==> config.mk <==
export PLATFORM = sky130hd
export DESIGN_NAME = uart_rx_interface_flat
export DESIGN_NICKNAME = d
export VERILOG_FILES = /design/src/rtl/uart_rx_interface_pkg.sv /design/src/rtl/uart_rx_interface_if.sv /design/src/rtl/uart_baud_tick_gen.sv /design/src/rtl/uart_rx_interface.sv /design/src/flat_wrapper.sv
export SDC_FILE = /design/constraint.sdc
export NUM_CORES = 1
export LEC_CHECK = 0
export CORE_ASPECT_RATIO = 0.75
export CORE_MARGIN = 5
export CORE_UTILIZATION = 51
export DETAILED_ROUTE_END_ITERATION = 12
export HOLD_SLACK_MARGIN = 0.06
export PLACE_DENSITY_LB_ADDON = 0.2
export SLEW_MARGIN = 40
export SYNTH_ARGS = -nofsm -noshare
export SYNTH_HDL_FRONTEND = slang
export SYNTH_HIERARCHICAL = 1
export SYNTH_SLANG_ARGS = --single-unit
==> constraint.sdc <==
create_clock -name clk -period 1.6 [get_ports clk]
set_clock_uncertainty 0.05 [all_clocks]
set_input_delay 0.32 -clock clk [delete_from_list [all_inputs] [get_ports clk]]
set_output_delay 0.32 -clock clk [all_outputs]
set_load 0.05 [all_outputs]
==> src/rtl/uart_rx_interface_pkg.sv <==
// Shared definitions for the UART receive path: RX state encoding and sizing helpers.
// Latency: n/a (types and constant functions only).
// Backpressure: n/a.
package uart_rx_interface_pkg;

    typedef enum logic [1:0] {
        ST_IDLE  = 2'd0,
        ST_START = 2'd1,
        ST_DATA  = 2'd2,
        ST_STOP  = 2'd3
    } rx_state_t;

    // Clocks per oversample tick. Clamped to 1 so a very fast link still ticks every clock.
    function automatic int calc_tick_div(input int clk_freq, input int baud_rate, input int oversample);
        int div;
        div = clk_freq / (baud_rate * oversample);
        return (div < 1) ? 1 : div;
    endfunction

    // Bits needed to hold 0..n-1, never less than 1.
    function automatic int calc_width(input int n);
        int w;
        w = 1;
        while ((1 << w) < n) w++;
        return w;
    endfunction

endpackage

==> src/rtl/uart_rx_interface_if.sv <==
// Receive-side signal bundle: serial line in, received word and status out.
// Latency: n/a (wires only).
// Backpressure: none; o_rx_done is a strobe the consumer must catch.
//   master : the receiver (consumes i_uart_rx, drives the result signals)
//   slave  : the line driver / word consumer
interface uart_rx_interface_if #(
    parameter int DATA_BITS = 8
);
    logic                 i_uart_rx;
    logic [DATA_BITS-1:0] o_data;
    logic                 o_rx_done;
    logic                 o_frame_err;
    logic                 o_busy;

    modport master (
        input  i_uart_rx,
        output o_data, o_rx_done, o_frame_err, o_busy
    );

    modport slave (
        output i_uart_rx,
        input  o_data, o_rx_done, o_frame_err, o_busy
    );
endinterface

==> src/rtl/uart_baud_tick_gen.sv <==
// Free-running divider producing a 1-clk o_tick every TICK_DIV clocks (OVERSAMPLE x baud).
// Latency: first tick TICK_DIV clocks after reset release; tick is registered.
// Backpressure: none; runs continuously. Ports: clk, reset (async high), o_tick.
module uart_baud_tick_gen
    import uart_rx_interface_pkg::*;
#(
    parameter int CLK_FREQ   = 50000000,
    parameter int BAUD_RATE  = 9600,
    parameter int OVERSAMPLE = 16
) (
    input  logic clk,
    input  logic reset,
    output logic o_tick
);
    localparam int TICK_DIV = calc_tick_div(CLK_FREQ, BAUD_RATE, OVERSAMPLE);
    localparam int CW       = calc_width(TICK_DIV);
    localparam logic [CW-1:0] CNT_LAST = CW'(TICK_DIV - 1);

    logic [CW-1:0] r_cnt;
    logic          r_tick;
    logic          w_wrap;

    assign w_wrap = (r_cnt == CNT_LAST);

    always_ff @(posedge clk or posedge reset) begin
        if (reset) begin
            r_cnt  <= '0;
            r_tick <= 1'b0;
        end else begin
            r_cnt  <= w_wrap ? '0 : r_cnt + 1'b1;
            r_tick <= w_wrap;
        end
    end

    assign o_tick = r_tick;

endmodule

==> src/rtl/uart_rx_interface.sv <==
// 8N1-style UART receiver: 2-FF synchroniser, tick-driven FSM, LSB-first shift register.
// Latency: o_rx_done ~ (1.5 + DATA_BITS) bit times after the start edge (+2 clk sync, +1 tick).
// Backpressure: none; each word is presented with a single-clock o_rx_done strobe.
//   Ports: clk, reset (async high), rx_bus (master modport: i_uart_rx in; o_data,
//   o_rx_done, o_frame_err, o_busy out).
module uart_rx_interface
    import uart_rx_interface_pkg::*;
#(
    parameter int CLK_FREQ   = 50000000,
    parameter int BAUD_RATE  = 9600,
    parameter int DATA_BITS  = 8,
    parameter int OVERSAMPLE = 16
) (
    input  logic                 clk,
    input  logic                 reset,
    uart_rx_interface_if.master  rx_bus
);
    localparam int TW = calc_width(OVERSAMPLE);
    localparam int BW = calc_width(DATA_BITS);
    localparam logic [TW-1:0] T_HALF = TW'(OVERSAMPLE / 2 - 1);
    localparam logic [TW-1:0] T_LAST = TW'(OVERSAMPLE - 1);
    localparam logic [BW-1:0] B_LAST = BW'(DATA_BITS - 1);

    logic                 w_tick;
    logic                 r_sync1, r_sync2;
    logic                 w_rx_s;
    rx_state_t            r_state,    w_state_nxt;
    logic [TW-1:0]        r_tick_cnt, w_tick_cnt_nxt;
    logic [BW-1:0]        r_bit_cnt,  w_bit_cnt_nxt;
    logic [DATA_BITS-1:0] r_shift,    w_shift_nxt;
    logic                 r_armed,    w_armed_nxt;
    logic [DATA_BITS-1:0] r_data,     w_data_nxt;
    logic                 r_done,     w_done_nxt;
    logic                 r_frame_err, w_frame_err_nxt;
    logic [DATA_BITS:0]   w_shift_wide;

    uart_baud_tick_gen #(
        .CLK_FREQ   (CLK_FREQ),
        .BAUD_RATE  (BAUD_RATE),
        .OVERSAMPLE (OVERSAMPLE)
    ) u_tick (
        .clk    (clk),
        .reset  (reset),
        .o_tick (w_tick)
    );

    assign w_rx_s = r_sync2;

    // New sample enters at the MSB, so after DATA_BITS shifts the first bit sits at bit 0.
    assign w_shift_wide = {w_rx_s, r_shift};

    always_comb begin
        w_state_nxt     = r_state;
        w_tick_cnt_nxt  = r_tick_cnt;
        w_bit_cnt_nxt   = r_bit_cnt;
        w_shift_nxt     = r_shift;
        w_armed_nxt     = r_armed;
        w_data_nxt      = r_data;
        w_frame_err_nxt = r_frame_err;
        w_done_nxt      = 1'b0;

        if (w_tick) begin
            case (r_state)
                ST_IDLE: begin
                    // Only a high level seen on a tick arms the detector, so a held
                    // break after an errored frame cannot start a new one.
                    if (w_rx_s) begin
                        w_armed_nxt = 1'b1;
                    end else if (r_armed) begin
                        w_state_nxt    = ST_START;
                        w_tick_cnt_nxt = '0;
                    end
                end
                ST_START: begin
                    if (r_tick_cnt == T_HALF) begin
                        w_tick_cnt_nxt = '0;
                        if (!w_rx_s) begin
                            w_state_nxt   = ST_DATA;
                            w_bit_cnt_nxt = '0;
                        end else begin
                            // Line is high again: it was a glitch, and the high level re-arms.
                            w_state_nxt = ST_IDLE;
                            w_armed_nxt = 1'b1;
                        end
                    end else begin
                        w_tick_cnt_nxt = r_tick_cnt + 1'b1;
                    end
                end
                ST_DATA: begin
                    if (r_tick_cnt == T_LAST) begin
                        w_tick_cnt_nxt = '0;
                        w_shift_nxt    = w_shift_wide[DATA_BITS:1];
                        if (r_bit_cnt == B_LAST) begin
                            w_state_nxt   = ST_STOP;
                            w_bit_cnt_nxt = '0;
                        end else begin
                            w_bit_cnt_nxt = r_bit_cnt + 1'b1;
                        end
                    end else begin
                        w_tick_cnt_nxt = r_tick_cnt + 1'b1;
                    end
                end
                ST_STOP: begin
                    if (r_tick_cnt == T_LAST) begin
                        w_tick_cnt_nxt = '0;
                        w_done_nxt     = 1'b1;
                        w_state_nxt    = ST_IDLE;
                        // A good stop bit re-arms at once so back-to-back frames are caught.
                        w_armed_nxt    = w_rx_s;
                        if (w_rx_s) begin
                            w_data_nxt      = r_shift;
                            w_frame_err_nxt = 1'b0;
                        end else begin
                            w_frame_err_nxt = 1'b1;
                        end
                    end else begin
                        w_tick_cnt_nxt = r_tick_cnt + 1'b1;
                    end
                end
                default: begin
                    w_state_nxt    = ST_IDLE;
                    w_tick_cnt_nxt = '0;
                    w_bit_cnt_nxt  = '0;
                end
            endcase
        end
    end

    always_ff @(posedge clk or posedge reset) begin
        if (reset) begin
            r_sync1     <= 1'b1;
            r_sync2     <= 1'b1;
            r_state     <= ST_IDLE;
            r_tick_cnt  <= '0;
            r_bit_cnt   <= '0;
            r_shift     <= '0;
            r_armed     <= 1'b0;
            r_data      <= '0;
            r_done      <= 1'b0;
            r_frame_err <= 1'b0;
        end else begin
            r_sync1     <= rx_bus.i_uart_rx;
            r_sync2     <= r_sync1;
            r_state     <= w_state_nxt;
            r_tick_cnt  <= w_tick_cnt_nxt;
            r_bit_cnt   <= w_bit_cnt_nxt;
            r_shift     <= w_shift_nxt;
            r_armed     <= w_armed_nxt;
            r_data      <= w_data_nxt;
            r_done      <= w_done_nxt;
            r_frame_err <= w_frame_err_nxt;
        end
    end

    assign rx_bus.o_data      = r_data;
    assign rx_bus.o_rx_done   = r_done;
    assign rx_bus.o_frame_err = r_frame_err;
    assign rx_bus.o_busy      = (r_state != ST_IDLE);

endmodule
==> src/flat_wrapper.sv <==
// flat-port wrapper written by rule: the top's interface ports become plain ports
module uart_rx_interface_flat import uart_rx_interface_pkg::*;
#(
    parameter int CLK_FREQ   = 50000000,
    parameter int BAUD_RATE  = 9600,
    parameter int DATA_BITS  = 8,
    parameter int OVERSAMPLE = 16
)
  (clk, reset, rx_bus_i_uart_rx, rx_bus_o_data, rx_bus_o_rx_done, rx_bus_o_frame_err, rx_bus_o_busy);
  uart_rx_interface_if #(.DATA_BITS(DATA_BITS)) rx_bus_i ();
  input  logic clk;
  input  logic reset;
  input wire logic [$bits(rx_bus_i.i_uart_rx)-1:0] rx_bus_i_uart_rx;
  output wire logic [$bits(rx_bus_i.o_data)-1:0] rx_bus_o_data;
  output wire logic [$bits(rx_bus_i.o_rx_done)-1:0] rx_bus_o_rx_done;
  output wire logic [$bits(rx_bus_i.o_frame_err)-1:0] rx_bus_o_frame_err;
  output wire logic [$bits(rx_bus_i.o_busy)-1:0] rx_bus_o_busy;
  assign rx_bus_i.i_uart_rx = rx_bus_i_uart_rx;
  assign rx_bus_o_data = rx_bus_i.o_data;
  assign rx_bus_o_rx_done = rx_bus_i.o_rx_done;
  assign rx_bus_o_frame_err = rx_bus_i.o_frame_err;
  assign rx_bus_o_busy = rx_bus_i.o_busy;
  uart_rx_interface #(.CLK_FREQ(CLK_FREQ), .BAUD_RATE(BAUD_RATE), .DATA_BITS(DATA_BITS), .OVERSAMPLE(OVERSAMPLE)) u_core (.clk(clk), .reset(reset), .rx_bus(rx_bus_i));
endmodule
After elaboration in Yosys (flattened, before gate mapping)
Cells that the tools add are included.
{ "totals": {"reg_bits": 40, "out_inout_bits": 11, "wordCells": 68} }
{ "op_classes": {"n_eq_ne": 14, "n_mux": 27, "n_reduce_logical": 12, "add_sub_neg": 3} }
{ "op_table": {"columns": ["op", "n"], "rows": [
  ["$mux W4", 4],
  ["$mux W2", 7],
  ["$mux W3", 4],
  ["$pmux W4 S3", 1],
  ["$ne A2 B1 Y1 const B", 5],
  ["$add A9 B1 Y9 const B", 1],
  ["$eq A9 B9 Y1 const B", 1],
  ["$mux W9", 1],
  ["$reduce_and A3 Y1", 3],
  ["$pmux W2 S4", 1],
  ["$reduce_and A4 Y1", 2],
  ["$mux W1", 7],
  ["$reduce_and A7 Y1", 1],
  ["$pmux W3 S2", 1],
  ["$reduce_and A5 Y1", 1],
  ["$add A4 B1 Y4 const B", 1],
  ["$eq A2 B2 Y1 const B", 2],
  ["$eq A4 B3 Y1 const B", 1],
  ["$eq A4 B4 Y1 const B", 1],
  ["$ne A2 B2 Y1 const B", 2],
  ["$reduce_bool A2 Y1", 2],
  ["$add A3 B1 Y3 const B", 1],
  ["$eq A3 B3 Y1 const B", 1],
  ["$pmux W1 S3", 1],
  ["other kinds (4)", 4]
]} }

Logic depth before layout (Yosys ltp)
{ "depth": {"depth_word": 4, "mapped_depth": 6, "mapped_depth_nobuf": 6} }

Hierarchy
The synthesis kept the hierarchy.
{ "by_module_without_submodules": {"columns": ["module", "seq_area_each_um2", "area_per_inst_um2", "cells_each", "instances"], "rows": [
  ["uart_rx_interface", 753.2, 1373.8, 109, 1],
  ["uart_baud_tick_gen", 250.2, 452.9, 43, 1]
]} }

Worst setup path before layout
OpenSTA, ideal clock, no wires.
{ "synth_path": {"kind": "reg-to-reg", "from": "reg u_core.r_tick_cnt[0]", "to": "reg u_core.r_shift[0]", "arrival_time_ns": 1.493, "path_slack_ns": -0.068, "stages_incl_launch_ff": 5, "setup_ns": 0.125, "synth_period_minus_slack_ns": 1.668, "path_cell_list": "dfrtp_1 ha_1 nand3_1 nor3_4 mux2_2"} }
{ "synth_between": {"elab_chain_cells": 2} }
{ "synth_rtl": {"columns": ["element", "line", "text"], "rows": [
  ["from (decl)", "uart_rx_interface.sv:28", "logic [TW-1:0] r_tick_cnt, w_tick_cnt_nxt;"],
  ["from (signal assigned)", "uart_rx_interface.sv:145", "r_tick_cnt <= w_tick_cnt_nxt;"],
  ["$eq A4 B4 Y1", "uart_rx_interface.sv:90", "if (r_tick_cnt == T_LAST) begin"],
  ["$reduce_and A3 Y1 (no source line)", null, null],
  ["to (signal assigned)", "uart_rx_interface.sv:147", "r_shift <= w_shift_nxt;"],
  ["to (decl)", "uart_rx_interface.sv:30", "logic [DATA_BITS-1:0] r_shift, w_shift_nxt;"]
]} }
No other way between the ends.
A chain may end at the register's enable or synchronous reset.

Worst setup path in the final report
{ "layout_path": {"from": "reg u_core.r_tick_cnt[1]", "to": "reg u_core.r_data[0], in the netlist u_core/rx_bus.o_data[0]"} }
{ "layout_between": {"elab_chain_cells": 2} }
{ "layout_rtl": {"columns": ["element", "line", "text"], "rows": [
  ["$eq A4 B4 Y1", "uart_rx_interface.sv:104", "if (r_tick_cnt == T_LAST) begin"],
  ["$reduce_and A4 Y1 (no source line)", null, null],
  ["to (signal assigned)", "uart_rx_interface.sv:149", "r_data <= w_data_nxt;"],
  ["to (decl)", "uart_rx_interface.sv:32", "logic [DATA_BITS-1:0] r_data, w_data_nxt;"]
]} }
No other way between the ends.

==> impl_metrics.csv <==
group,metric,value,unit
sta,setup_viol,8,
yosys,synth_area_leader_cell,"dfrtp_1",
die,num_rows,18,
critical_path,worstSetupPathType,"register to register",
placed_design,dpl_cell_area,2241,um2
die,coreArea,3378,um2
yosys,ys_types,38,
yosys,postSynthAreaPerCell,12.02,um2
grt,grt_usage,15.52,%
sta,fin_ws,-31.68,ps
power_and_ir_drop,p_per_area,711.2,nW/um2
yosys,synthFlopType,"dfrtp_1",
grt,grt_max_degree,31,
critical_path,crit_fanout,4,
sta,tns,-189.5,ps
worst_hold_path,min_path_type,"input pin to async pin",
detailed_routing,final_antenna_net_count,0,
detailed_routing,drt_iter0_drc,76,
critical_path,cpPeakStageDelay,390,ps
sta,fin_crit,1632,ps
final_layout,diodes,0,
critical_path,reg2reg_depth,6,
clock_network,cts_tree,"yes",
critical_path,rr_startpoint,"u_core/r_tick_cnt[1]",
grt,antenna_found_initial,0,
clock_network,cts_inserted_buffers,5,
detailed_routing,wl_per_cell,14.59,um
critical_path,critPathSlowestCell,"dfrtp_1",
placed_design,port_buffers,13,
final_layout,fin_cells,232,
job,drv_cap,0,
sta,rsz0062_at_grt,"true",
yosys,synth_area,1827,um2
placed_design,gp_congestion,0.8324,
critical_path,required,1720,ps
yosys,synth_top_area_share,52.05,%
detailed_routing,via_count,1243,
die,die_h,61.83,um
sta,hold_viol,0,
die,ios,14,
yosys,syn-num-nets,160,
clock_network,htreeDepth,2,
final_layout,final_cell_mix,"dfrtp_1, buf_4, buf_12",
critical_path,critPathTopFamily,"simple AND/OR/NAND/NOR gates",
sta,post-route-period-util,102.0,%
detailed_routing,drt_pre_antenna_iters,4,
final_layout,drive_gt1_share,35.94,%
yosys,synth-edff-count,0,
critical_path,crit_path_end,"u_core/rx_bus.o_data[0]",
die,start_util,54.07,%
clock_network,clk_latency,280,ps
detailed_routing,vias_per_cell,5.358,
grt,grt_pass1_vias,1256,
yosys,yosys_warnings,6,
detailed_routing,drt-total-wl,3.385,mm
sta,maxSlewViolCount,0,
critical_path,cp_data_arrival_time,1750,ps
critical_path,regToRegEndpoint,"u_core/rx_bus.o_data[0]",
sta,holdWs,286.0,ps
critical_path,critPathLaunchType,"register",
critical_path,path_cells,"ha_4 -> nand4_1 -> or2_4 -> inv_6 -> nand2_4 -> mux2_4",
critical_path,cp.depth,6,
sta,worst_pin_slew,407.7,ps
critical_path,critPathBufInv,1,
yosys,seq_area_frac_synth,54.93,%
detailed_routing,drc,0,
final_layout,final_core_util,71.33,%
clock_network,clk_path_buf_depth,2,
placed_design,dp_hpwl,2.397,mm
sta,fmax,612.9,MHz
critical_path,endpoint_kind,"register",
grt,grt_pass1_wl,5.678,mm
critical_path,crit_start,"u_core/r_tick_cnt[1]",
placed_design,dp_cells,216,
yosys,synth_area_leaders,"dfrtp_1, mux2_4, mux2_2",
grt,gr-usage-met3,4.323,%
clock_network,hold_buffers,0,
final_layout,fin_nets,199,
clock_network,cts-root-buf,"clkbuf_8",
clock_network,clk_pin_slew,70,ps
grt,grt.overflow.total,0,
grt,met2_usage,26.14,%
critical_path,r2r_slack,-30,ps
die,die-area,4891,um2
power_and_ir_drop,ir_drop,689.2,uV
yosys,netlist_instances,152,
final_layout,layout_commonest_cell,"dfrtp_1",
clock_network,clkSinkCount,40,
sta,relSlewSlack,72.72,%
final_layout,finalInstanceArea,2410,um2
outcome,run_status,"complete, but fails checks",
power_and_ir_drop,leakagePower,1.134,nW
yosys,async_flop_share,100.0,%
outcome,violations,"setup timing",
final_layout,areaGrowthSynthToFinish,31.92,%
grt,grt_most_used_layer,"met2",
die,dieWidth,79.11,um
grt,use_met1,19.59,%
yosys,ys_ff_latch,40,
[layout make-up]
class | count | area, um2
fill | 222 | 968.4
tap | 40 | 50.05
clock buffer | 8 | 90.09
inverter | 8 | 35.03
multi-input combinational | 102 | 805.8
sequential | 40 | 1006
timing repair buffer | 34 | 422.9
[synthesized netlist by cell type (all sizes together) (2+ instances only)]
cell and count:
a21oi 2, dfstp 2, ha 5, xnor2 2
nand3 5, and3 2, nand2 13, a22o 2
mux2 16, o21ai 11, nand4bb 2, dfrtp 38
nor2b 4, nor2 12, or3 3, nand4 3
clkbuf 2, nand3b 2, a31oi 2, inv 8
xor2 3
[logic make-up (layout without fill, tap and decap cells)]
kind of cell / Yosys count / in the layout / share of synthesized area, %
DFF: 40 / 40 / 54.93
muxes: 17 / 17 / 12.06
adders and majority gates: 5 / 5 / 3.425
buffers and inverters: 11 / 50 / 2.946
xor gates and xnor gates: 5 / 5 / 2.398
AOI/OAI and AO/OA: 22 / 22 / 7.398
and+or+nand+nor: 52 / 53 / 16.85
[worst min path at each step]
stage          slack [ps]            from                      to
6_report              290           reset  u_core/u_tick/r_cnt[4]
5_1_grt               310  u_core/r_sync1          u_core/r_sync2
4_1_cts               290           reset  u_core/u_tick/r_cnt[8]
3_5_place_dp          300  u_core/r_sync1          u_core/r_sync2
3_3_place_gp          300  u_core/r_sync1          u_core/r_sync2
2_1_floorplan         110           reset    u_core/u_tick/o_tick
[metrics by stage]
stage	setup slack [ps]	total power, mW
2_1_floorplan	-9.014	1.053
3_3_place_gp	2.330	1.072
3_5_place_dp	-40.82	1.073
4_1_cts	-41.67	1.737
5_1_grt	-59.91	1.777
6_report	-31.68	1.714
[repair_timing]
action | CTS | global route
resized for setup | 4 | 2
cloned | 1 | 0
setup buffers | 3 | 5
pin swaps | 4 | 5
endpoints found under the setup margin | 12 | 19
[registers in the layout, summed over array words and instances (netlist names), named ones only]
register and cells:
u_core/r_state 1, u_core/r_sync2 1, u_core/rx_bus.o_rx_done 1, u_core/rx_bus.o_frame_err 1, u_core/rx_bus.o_data 8, u_core/r_bit_cnt 3, u_core/r_shift 8, u_core/u_tick/o_tick 1
u_core/r_sync1 1, u_core/r_armed 1, u_core/u_tick/r_cnt 9, u_core/r_tick_cnt 4
[layer usage]
| metal | share of wire, % | wire length, um | vias to the layer above |
|---|---|---|---|
| met1 | 47 | 1599 | 612 |
| met2 | 49 | 1664 | 20 |
| met5 | 0 | 0 | - |
| met4 | 0.24 | 8 | 0 |
| li1 | - | - | 609 |
| met3 | 3.3 | 113 | 2 |
[worst reg2reg max path: stages, from the launching register on]
cell and delay [ps]:
dfrtp_1 390, ha_4 170, nand4_1 140, or2_4 290
inv_6 90, nand2_4 80, mux2_4 300
[power breakdown]
part	switching [mW]	total (mW)	internal, mW	leakage [nW]
logic	0.0238	0.0350	0.0113	0.554
registers	0.00233	1.02	1.02	0.534
clock network	0.310	0.661	0.351	0.0455
(Power assumes the default switching activity.)
